==> src/rtl/channel_state_fetch.sv <==
// channel_state_fetch: reads one channel's state words from the shared RAM, word by word
// under req/gnt arbitration, and presents them to the parameter fill stage.
module channel_state_fetch #(
    parameter int CH_AW       = 5,
    parameter int STATE_WORDS = 16
) (
    input  logic               clk,
    input  logic               rst_b,
    input  logic               fetch_start,
    input  logic [CH_AW-1:0]   fetch_channel,
    input  logic               fetch_abort,
    output logic               fetch_busy,
    output logic               fetch_done,
    output logic               ram_req,
    input  logic               ram_gnt,
    output logic [CH_AW+4:0]   ram_addr,
    output logic               ram_rd,
    input  logic [31:0]        ram_rdata,
    output logic               fill_enable,
    output logic               state_rd,
    output logic [4:0]         state_addr,
    output logic [31:0]        state_d4rd
);
    typedef enum logic [1:0] {IDLE, READ, LAST, DONE} state_t;
    localparam logic [4:0] LAST_WORD = 5'(STATE_WORDS - 1);
    state_t           state, state_nx;
    logic [CH_AW-1:0] chan_q;
    logic [4:0]       word_cnt;
    always_ff @(posedge clk or negedge rst_b) begin
        if (!rst_b) begin
            state    <= IDLE;
            chan_q   <= '0;
            word_cnt <= '0;
        end else begin
            state <= state_nx;
            if (state == IDLE && fetch_start && !fetch_abort) begin
                chan_q   <= fetch_channel;
                word_cnt <= '0;
            end else if (ram_rd) begin
                word_cnt <= word_cnt + 5'd1;
            end
        end
    end
    // abort gates the request combinationally so no read escapes in the abort cycle
    always_comb begin
        state_nx    = IDLE;
        ram_req     = (state == READ) && !fetch_abort;
        ram_rd      = ram_req && ram_gnt;
        state_rd    = ram_rd;
        ram_addr    = {chan_q, word_cnt};
        state_addr  = word_cnt;
        fill_enable = (state == READ) || (state == LAST);
        fetch_busy  = state != IDLE;
        fetch_done  = state == DONE;
        state_d4rd  = fill_enable ? ram_rdata : 32'd0;
        if (!fetch_abort)
            state_nx = state == IDLE ? (fetch_start ? READ : IDLE) :
                       state == READ ? (ram_rd && word_cnt == LAST_WORD ? LAST : READ) :
                       state == LAST ? DONE : IDLE;
    end
endmodule

==> config.mk <==
export PLATFORM = sky130hd
export DESIGN_NAME = channel_state_fetch
export DESIGN_NICKNAME = d
export VERILOG_FILES = /design/src/rtl/channel_state_fetch.sv
export SDC_FILE = /design/constraint.sdc
export NUM_CORES = 1
export LEC_CHECK = 0
export CAP_MARGIN = 5
export CORE_ASPECT_RATIO = 0.9
export CORE_MARGIN = 2
export CORE_UTILIZATION = 28
export DETAILED_ROUTE_END_ITERATION = 7
export HOLD_SLACK_MARGIN = 0.12
export MAX_ROUTING_LAYER = met4
export PLACE_DENSITY = 0.8
export SYNTH_ARGS = -nofsm -noshare
export SYNTH_HDL_FRONTEND = slang
export SYNTH_SLANG_ARGS = --single-unit
==> constraint.sdc <==
create_clock -name clk -period 2.62 [get_ports clk]
set_input_delay 0.524 -clock clk [delete_from_list [all_inputs] [get_ports clk]]
set_output_delay 0.524 -clock clk [all_outputs]
set_load 0.02 [all_outputs]
Yosys cells after proc, flatten, opt, wreduce, memory -nomap -nowiden
Cells that the tools add are included.
{"block": "classes", "reduce_logical": 10, "n_mux": 9, "addsub": 1, "eq_ne": 4}
{"operator": "$mux W32", "n": 1}
{"operator": "$mux W2", "n": 5}
{"operator": "$mux W5", "n": 2}
{"operator": "$add A5 B1 Y5 const B", "n": 1}
{"operator": "$eq A5 B4 Y1 const B", "n": 1}
{"operator": "$logic_and A1 B1 Y1", "n": 5}
{"operator": "$eq A2 B2 Y1 const B", "n": 2}
{"operator": "$reduce_bool A2 Y1", "n": 2}
{"operator": "$eq A2 B1 Y1 const B", "n": 1}
{"operator": "$logic_not A2 Y1", "n": 1}
{"operator": "$logic_not A1 Y1", "n": 1}
{"operator": "$logic_or A1 B1 Y1", "n": 1}
{"operator": "$mux W1", "n": 1}
{"block": "totals", "ff_bits": 12, "elab_cells": 27, "out_inout_bits": 53, "inputBits": 42}

Longest topological paths before layout
Gate-level depths: netlist of run 1.
{"block": "logic_depth", "depth_word": 8, "ltp_mapped": 6, "mapped_depth_nobuf": 6}

Least setup slack after synthesis of run 1
Ideal clock, no wire load.
{"block": "synth_path", "path_kind": "register to output", "startpoint": "register state[0]", "endpoint": "output port state_d4rd[10]", "stages_incl_launch_ff": 5, "arrival_ps": 1359, "path_buffers": 1, "t_required_ps": 2096, "setup_slack_ps": 737, "cell_sequence": "dfrtp_1 > inv_1 > ha_1 > clkbuf_1 > and2_1"}
{"block": "synth_between", "elab_chain_cells": 3, "elab_cells_between_ends": 4, "cone_classes": "eq/ne (2); mux (1); reduce/logical (1)"}
{"element": "start: declaration", "line": "26", "source": "state_t state, state_nx;"}
{"element": "start signal: assignment", "line": "35", "source": "state <= state_nx;"}
{"element": "$eq A2 B1 Y1 / $eq A2 B2 Y1 (equally long branches)", "line": "52", "source": "fill_enable = (state == READ) || (state == LAST);"}
{"element": "$logic_or A1 B1 Y1 (*)", "line": "52"}
{"element": "named net fill_enable", "line": "19", "source": "output logic fill_enable,"}
{"element": "$mux W32 (*)", "line": "55", "source": "state_d4rd = fill_enable ? ram_rdata : 32'd0;"}
{"element": "end: declaration", "line": "22", "source": "output logic [31:0] state_d4rd"}
Mark *: on every way through the listed nets, which the timed path passes. The rest lies on a longest branch.

Final worst setup path of run 1
{"block": "layout_path", "startpoint": "register state[0]", "endpoint": "output port state_d4rd[24]"}
{"block": "layout_between", "elab_chain_cells": 3, "elab_cells_between_ends": 4, "cone_classes": "eq/ne (2); mux (1); reduce/logical (1)"}
{"element": "$eq A2 B1 Y1 / $eq A2 B2 Y1 (equally long branches)", "line": "52"}
{"element": "$logic_or A1 B1 Y1 (*)", "line": "52"}
{"element": "$mux W32 (*)", "line": "55"}
Mark *: on every way between the ends. The rest lies on a longest branch, timed or not.

==> results of run 1 <==
synth_stat cells (all sizes together):
| cell type | n |
|---|---|
| and2 | 32 |
| dfrtp | 12 |
| buf | 6 |
| ha | 6 |
| a21oi | 5 |
| inv | 5 |
| mux2 | 5 |
| nand2 | 5 |
| clkbuf | 3 |
| nand3 | 3 |
| nor2 | 2 |
| and3 | 1 |
| nand2b | 1 |
| nand3b | 1 |
| nand4b | 1 |
| nor2b | 1 |
| nor3b | 1 |
| o211ai | 1 |
| o21ai | 1 |
| or3 | 1 |
| xnor2 | 1 |
| xor2 | 1 |
path summary, 6_finish.rpt:
kind / to / slack, ns
min in group asynchronous: state_addr[3] / 0.60
max in group asynchronous: chan_q[0] / 1.67
worst max-delay path: state_d4rd[24] / 0.12
worst min-delay path: chan_q[3] / 0.51
worst max register to register: chan_q[4] / 0.88
worst min register to register: chan_q[3] / 0.51
layout make-up:
| cell class | instances | area, µm² |
|---|---|---|
| multi-input cells | 69 | 500 |
| fillers | 271 | 1130 |
| flip-flops and latches | 12 | 300 |
| clock buffers | 3 | 22.5 |
| well taps | 42 | 52.6 |
| inverters | 5 | 18.8 |
| repair buffers | 97 | 992 |
worst max-delay path: stages (launching register included):
cell and delay (ns):
dfrtp_1 0.39, inv_1 0.09, ha_1 0.29, buf_6 0.18, and2_1 0.15, clkdlybuf4s50_1 0.61
kinds of logic after synthesis:
logic type      count (synthesis)
flops                          12
mux                             5
fa+ha+maj                       6
compound gates                  7
buf+inv                        14
simple gates                   49
xor+xnor                        2
sequential cells by signal, indices dropped and copies added (netlist names):
signal	cells
chan_q	5
state_addr	5
state	2
report_power, final:
group          internal [W]  total [W]  leakage, nW  switching, W
Combinational      0.000164   0.000281        0.768      0.000117
Sequential         0.000204   0.000218        0.155     0.0000133
Clock             0.0000529   0.000104       0.0138     0.0000510
layer usage:
metal / part of all wire / GRT usage
met3: 0.092 / 0.0454
met4: 0.0097 / 0.0381
met1: 0.35 / 0.147
met2: 0.54 / 0.292
met5: 0 / -
per-stage QoR:
step / power, W / instances
final: 0.000602 / 228
after global routing: 0.000636 / 228
after CTS: 0.000611 / 228
after detailed placement: 0.000506 / 225
after global placement: 0.000501 / 225
after floorplan: 0.000341 / 95
cells in the final DEF (no fill, tap or decap), types with 2 or more instances in the layout:
cell type and n:
a21oi_1 5, mux2_2 5, ha_1 6, clkbuf_4 3, nand3_1 3, and2_1 32, dfrtp_1 12, nor2_1 2
dlymetal6s2s_1 10, clkdlybuf4s50_1 84, buf_4 2, nand2_1 5, inv_1 4
repair_timing:
action / CTS / global route
hold buffers: 0 / 0
setup buffers: 0 / 0
gates resized for setup: 0 / 11
endpoints found under the hold margin: 0 / 0
setup endpoints to repair: 0 / 32
==> results.toml, run 1 <==
[outcome]
outcome = "complete, no violations"

[synth]
ys_seq_area_frac = 0.343
yosysTopAreaCellShare = 0.343
synth_fa_ha_area_frac = 0.0857
netlist_area_um2 = 876
synth_cell_types = 23
avgSynthCellArea_um2 = 9.22
yosysWarnings = 0
synth-simple-area-share = 0.359
synth_top_family_by_area = "simple AND/OR/NAND/NOR gates"
synth_area_leaders = "dfrtp_1, and2_1, ha_1"
synth_xor_area_frac = 0.0200
synth_area_leader_cell = "dfrtp_1"
postSynthNetCount = 143
synth_compound_area_frac = 0.0429
synth_cells = 95
ys_seq_elements = 12
synthMuxAreaShare = 0.0643

[pwr]
power_density_nw_per_um2 = 319
max-vdd-ir-drop_uv = 201
leakagePower_nw = 0.937

[global_route]
grt_use_total = 0.151
antenna_found_initial = 0
gr-total-overflow = 0
grt_max_degree = 34
grt_pass1_wl_mm = 4.11
grt_pass1_vias = 957

[drt]
route.detailed.drc = 0
antenna_left = 0
firstDrtPassIters = 4
drt-total-wl_mm = 2.58
vias = 958
drtIter0Drc = 32
wire_per_inst_um = 11.3
detail_route.vias_per_cell = 4.20

[min_path]
hp-start = "chan_q[3]"
hold_depth = 1
min-delay-path-class = "flop to flop"

[clocking]
clkSlewWorstSetupHoldPaths_ns = 0.07
numCtsBuffers = 3
clk_latency_ns = 0.26
htree_num_levels = 1
cts.sinks = 12
cts-root-buf = "clkbuf_4"
cts_tree = "done"
clk_path_buf_depth = 2

[sta]
tightest_slew_ns = 0.509
timing.final.crit_share = 0.955
finalSetupTns_ns = 0
min_period_ns = 2.50
worst_slack_ns = 0.118
finalSetupViolCount = 0
hold_ws_ns = 0.512
slew_viol_final = 0
timing.fmax_ghz = 0.400
fin_skew_ns = 0.00801
slew_headroom = 0.659
hold_viol = 0
rsz0062_at_grt = "false"

[floorplan]
core_um2 = 3020
io_pins = 95
start_util = 0.290
die-width_um = 63.0
dieArea_um2 = 3590
dieHeight_um = 57.1
num_rows = 19

[critical_path]
cp.required_ns = 2.10
worst_r2r_path_depth = 5
arrival_ns = 1.98
path_class = "flop to output pin"
rr_startpoint = "state[0]"
path_max_fanout = 33
endpoint_kind = "output pin"
setup.worst_path.start = "state[0]"
crit_path_start_kind = "flop"

[placed_design]
place_congestion = 0.757
pre_cts_slack_ns = 0.190
io_buffers = 94
place_area_um2 = 1840
place_hpwl_mm = 2.27

[cells_and_area]
area_growth_pct = 115
fin_area_um2 = 1890
layout.nets = 236
antenna_cells = 0
final_util = 0.625
drive_above_1_share = 0.0753

[flow_run]
drv_cap = 0
No activity file was read; power rests on OpenSTA's default activity.
==> run 2: changes to the inputs <==
--- a/config.mk
+++ b/config.mk
@@ -16,3 +16,4 @@
 export SYNTH_ARGS = -nofsm -noshare
 export SYNTH_HDL_FRONTEND = slang
 export SYNTH_SLANG_ARGS = --single-unit
+export TNS_END_PERCENT = 50
==> results of run 2 <==
No change in the layout: final DEF, timing and power equal those of run 1.
==> run 3: changes to the inputs <==
--- a/config.mk
+++ b/config.mk
@@ -7,7 +7,6 @@
 export LEC_CHECK = 0
 export CAP_MARGIN = 5
 export CORE_ASPECT_RATIO = 0.9
-export CORE_MARGIN = 2
 export CORE_UTILIZATION = 28
 export DETAILED_ROUTE_END_ITERATION = 7
 export HOLD_SLACK_MARGIN = 0.12
==> run 3 against run 2 <==
Maximum frequency is 0.15% lower; core utilization increased by 3.4 points; cell area shrank 0.13%; sequential share of layout area barely moved; total power up 1.0%; sequential power hardly changed; clock-buffer cell count stayed put; clock power is essentially flat; clock skew down 0.00057 ns; register-to-register slack is essentially flat; hold slack better by 0.0016 ns; wire length rose by 4.8%; largest cell class unchanged.
==> results.toml, run 3 (synthesis gave the netlist of run 1 again) <==
[floorplan]
die-width_um = 61.0
dieArea_um2 = 3360
dieHeight_um = 55.1
io_pins = 95
start_util = 0.306
core_um2 = 2860
num_rows = 18

[critical_path]
crit_path_start_kind = "flop"
endpoint_kind = "output pin"
path_class = "flop to output pin"
critPathTopFamily = "buffers and inverters"
slowest_stage = "clkdlybuf4s50_1"
arrival_ns = 1.98
cp.required_ns = 2.10
crit_path_max_incr_delay_ns = 0.61
path_max_fanout = 33
path_buf_inv = 3
path_cells = "inv_1, ha_1, buf_6, and2_1, clkdlybuf4s50_1"

[sta]
finalSetupViolCount = 0
hold_ws_ns = 0.514
fin_skew_ns = 0.00744
hold_viol = 0
slew_viol_final = 0
finalSetupTns_ns = 0
rsz0062_at_grt = "false"
min_period_ns = 2.51
slew_headroom = 0.642
timing.fmax_ghz = 0.399
timing.final.crit_share = 0.957
tightest_slew_ns = 0.535

[global_route]
grt_pass1_wl_mm = 4.11
grt_max_degree = 34
grt_use_total = 0.171
grt_pass1_vias = 1029
gr-total-overflow = 0
antenna_found_initial = 0

[placed_design]
place_hpwl_mm = 2.32
place_congestion = 0.814
io_buffers = 94

[clocking]
numCtsBuffers = 3
cts_setup_buffers = 0
cts-root-buf = "clkbuf_4"
cts_tree = "done"
cts.sinks = 12
clk_latency_ns = 0.27
clkSlewWorstSetupHoldPaths_ns = 0.07
htree_num_levels = 1
clk_path_buf_depth = 2

[cells_and_area]
drive_above_1_share = 0.0753
area_growth_pct = 115
layout.nets = 236
antenna_cells = 0
final_common_cell = "clkdlybuf4s50_1"
mostFrequentLayoutCells = "clkdlybuf4s50_1, and2_1, dfrtp_1, dlymetal6s2s_1, ha_1"

[drt]
wire_per_inst_um = 12.0
vias = 1002
antenna_left = 0
detail_route.vias_per_cell = 4.43
route.detailed.drc = 0
drtIter0Drc = 31
firstDrtPassIters = 3
drt-total-wl_mm = 2.70

[flow_run]
drv_cap = 0

[pwr]
leakagePower_nw = 0.937
power_density_nw_per_um2 = 323
max-vdd-ir-drop_uv = 150

[outcome]
outcome = "complete, no violations"

[min_path]
min-delay-path-class = "flop to flop"
## run 3: worst paths after layout
kind | from | endpoint | slack (ns) | cells past startpoint
max in group asynchronous | rst_b | state[0] | 1.65 | 1
setup / recovery | state[0] | state_d4rd[17] | 0.11 | 5
setup reg to reg | state[0] | chan_q[4] | 0.88 | 5
hold reg to reg | chan_q[0] | chan_q[0] | 0.51 | 1
min in group asynchronous | rst_b | state_addr[1] | 0.60 | 1
hold / removal | chan_q[0] | chan_q[0] | 0.51 | 1
## run 3: stage by stage
step	std cells	util	worst slack, ns	instance area (µm²)	power (W)
finish	226	0.659	0.114	1880	0.000608
global route	226	0.659	0.00737	1880	0.000642
CTS	226	0.649	0.0144	1860	0.000618
detailed placement	223	0.641	0.206	1830	0.000508
global placement	223	0.641	0.232	1830	0.000501
floorplan	95	-	0.737	876	0.000341
## run 3: repair_timing
item	in CTS	in global routing
endpoints found under the setup margin	0	32
gates resized for setup	0	11
hold buffers	0	0
## run 3: power by group
group | switching, W | total (W) | internal [W]
clock | 0.0000541 | 0.000107 | 0.0000531
combinational | 0.000120 | 0.000284 | 0.000164
sequential | 0.0000134 | 0.000218 | 0.000204
## run 3: per-layer routing
| metal | part of all wire | up-vias | wire, µm | GRT usage |
|---|---|---|---|---|
| met2 | 0.53 | 68 | 1440 | 0.337 |
| li1 | - | 480 | - | - |
| met5 | 0 | - | 0 | - |
| met1 | 0.39 | 448 | 1070 | 0.174 |
| met4 | 0.018 | 0 | 48 | 0.0568 |
| met3 | 0.055 | 6 | 150 | 0.0256 |
## run 3: cell type report
type                            instances  area (µm²)
Timing Repair Buffer                   97         992
Clock buffer                            3        22.5
Tap cell                               40        50.0
Inverter                                5        18.8
Multi-Input combinational cell         69         500
Fill cell                             221         976
Sequential cell                        12         300
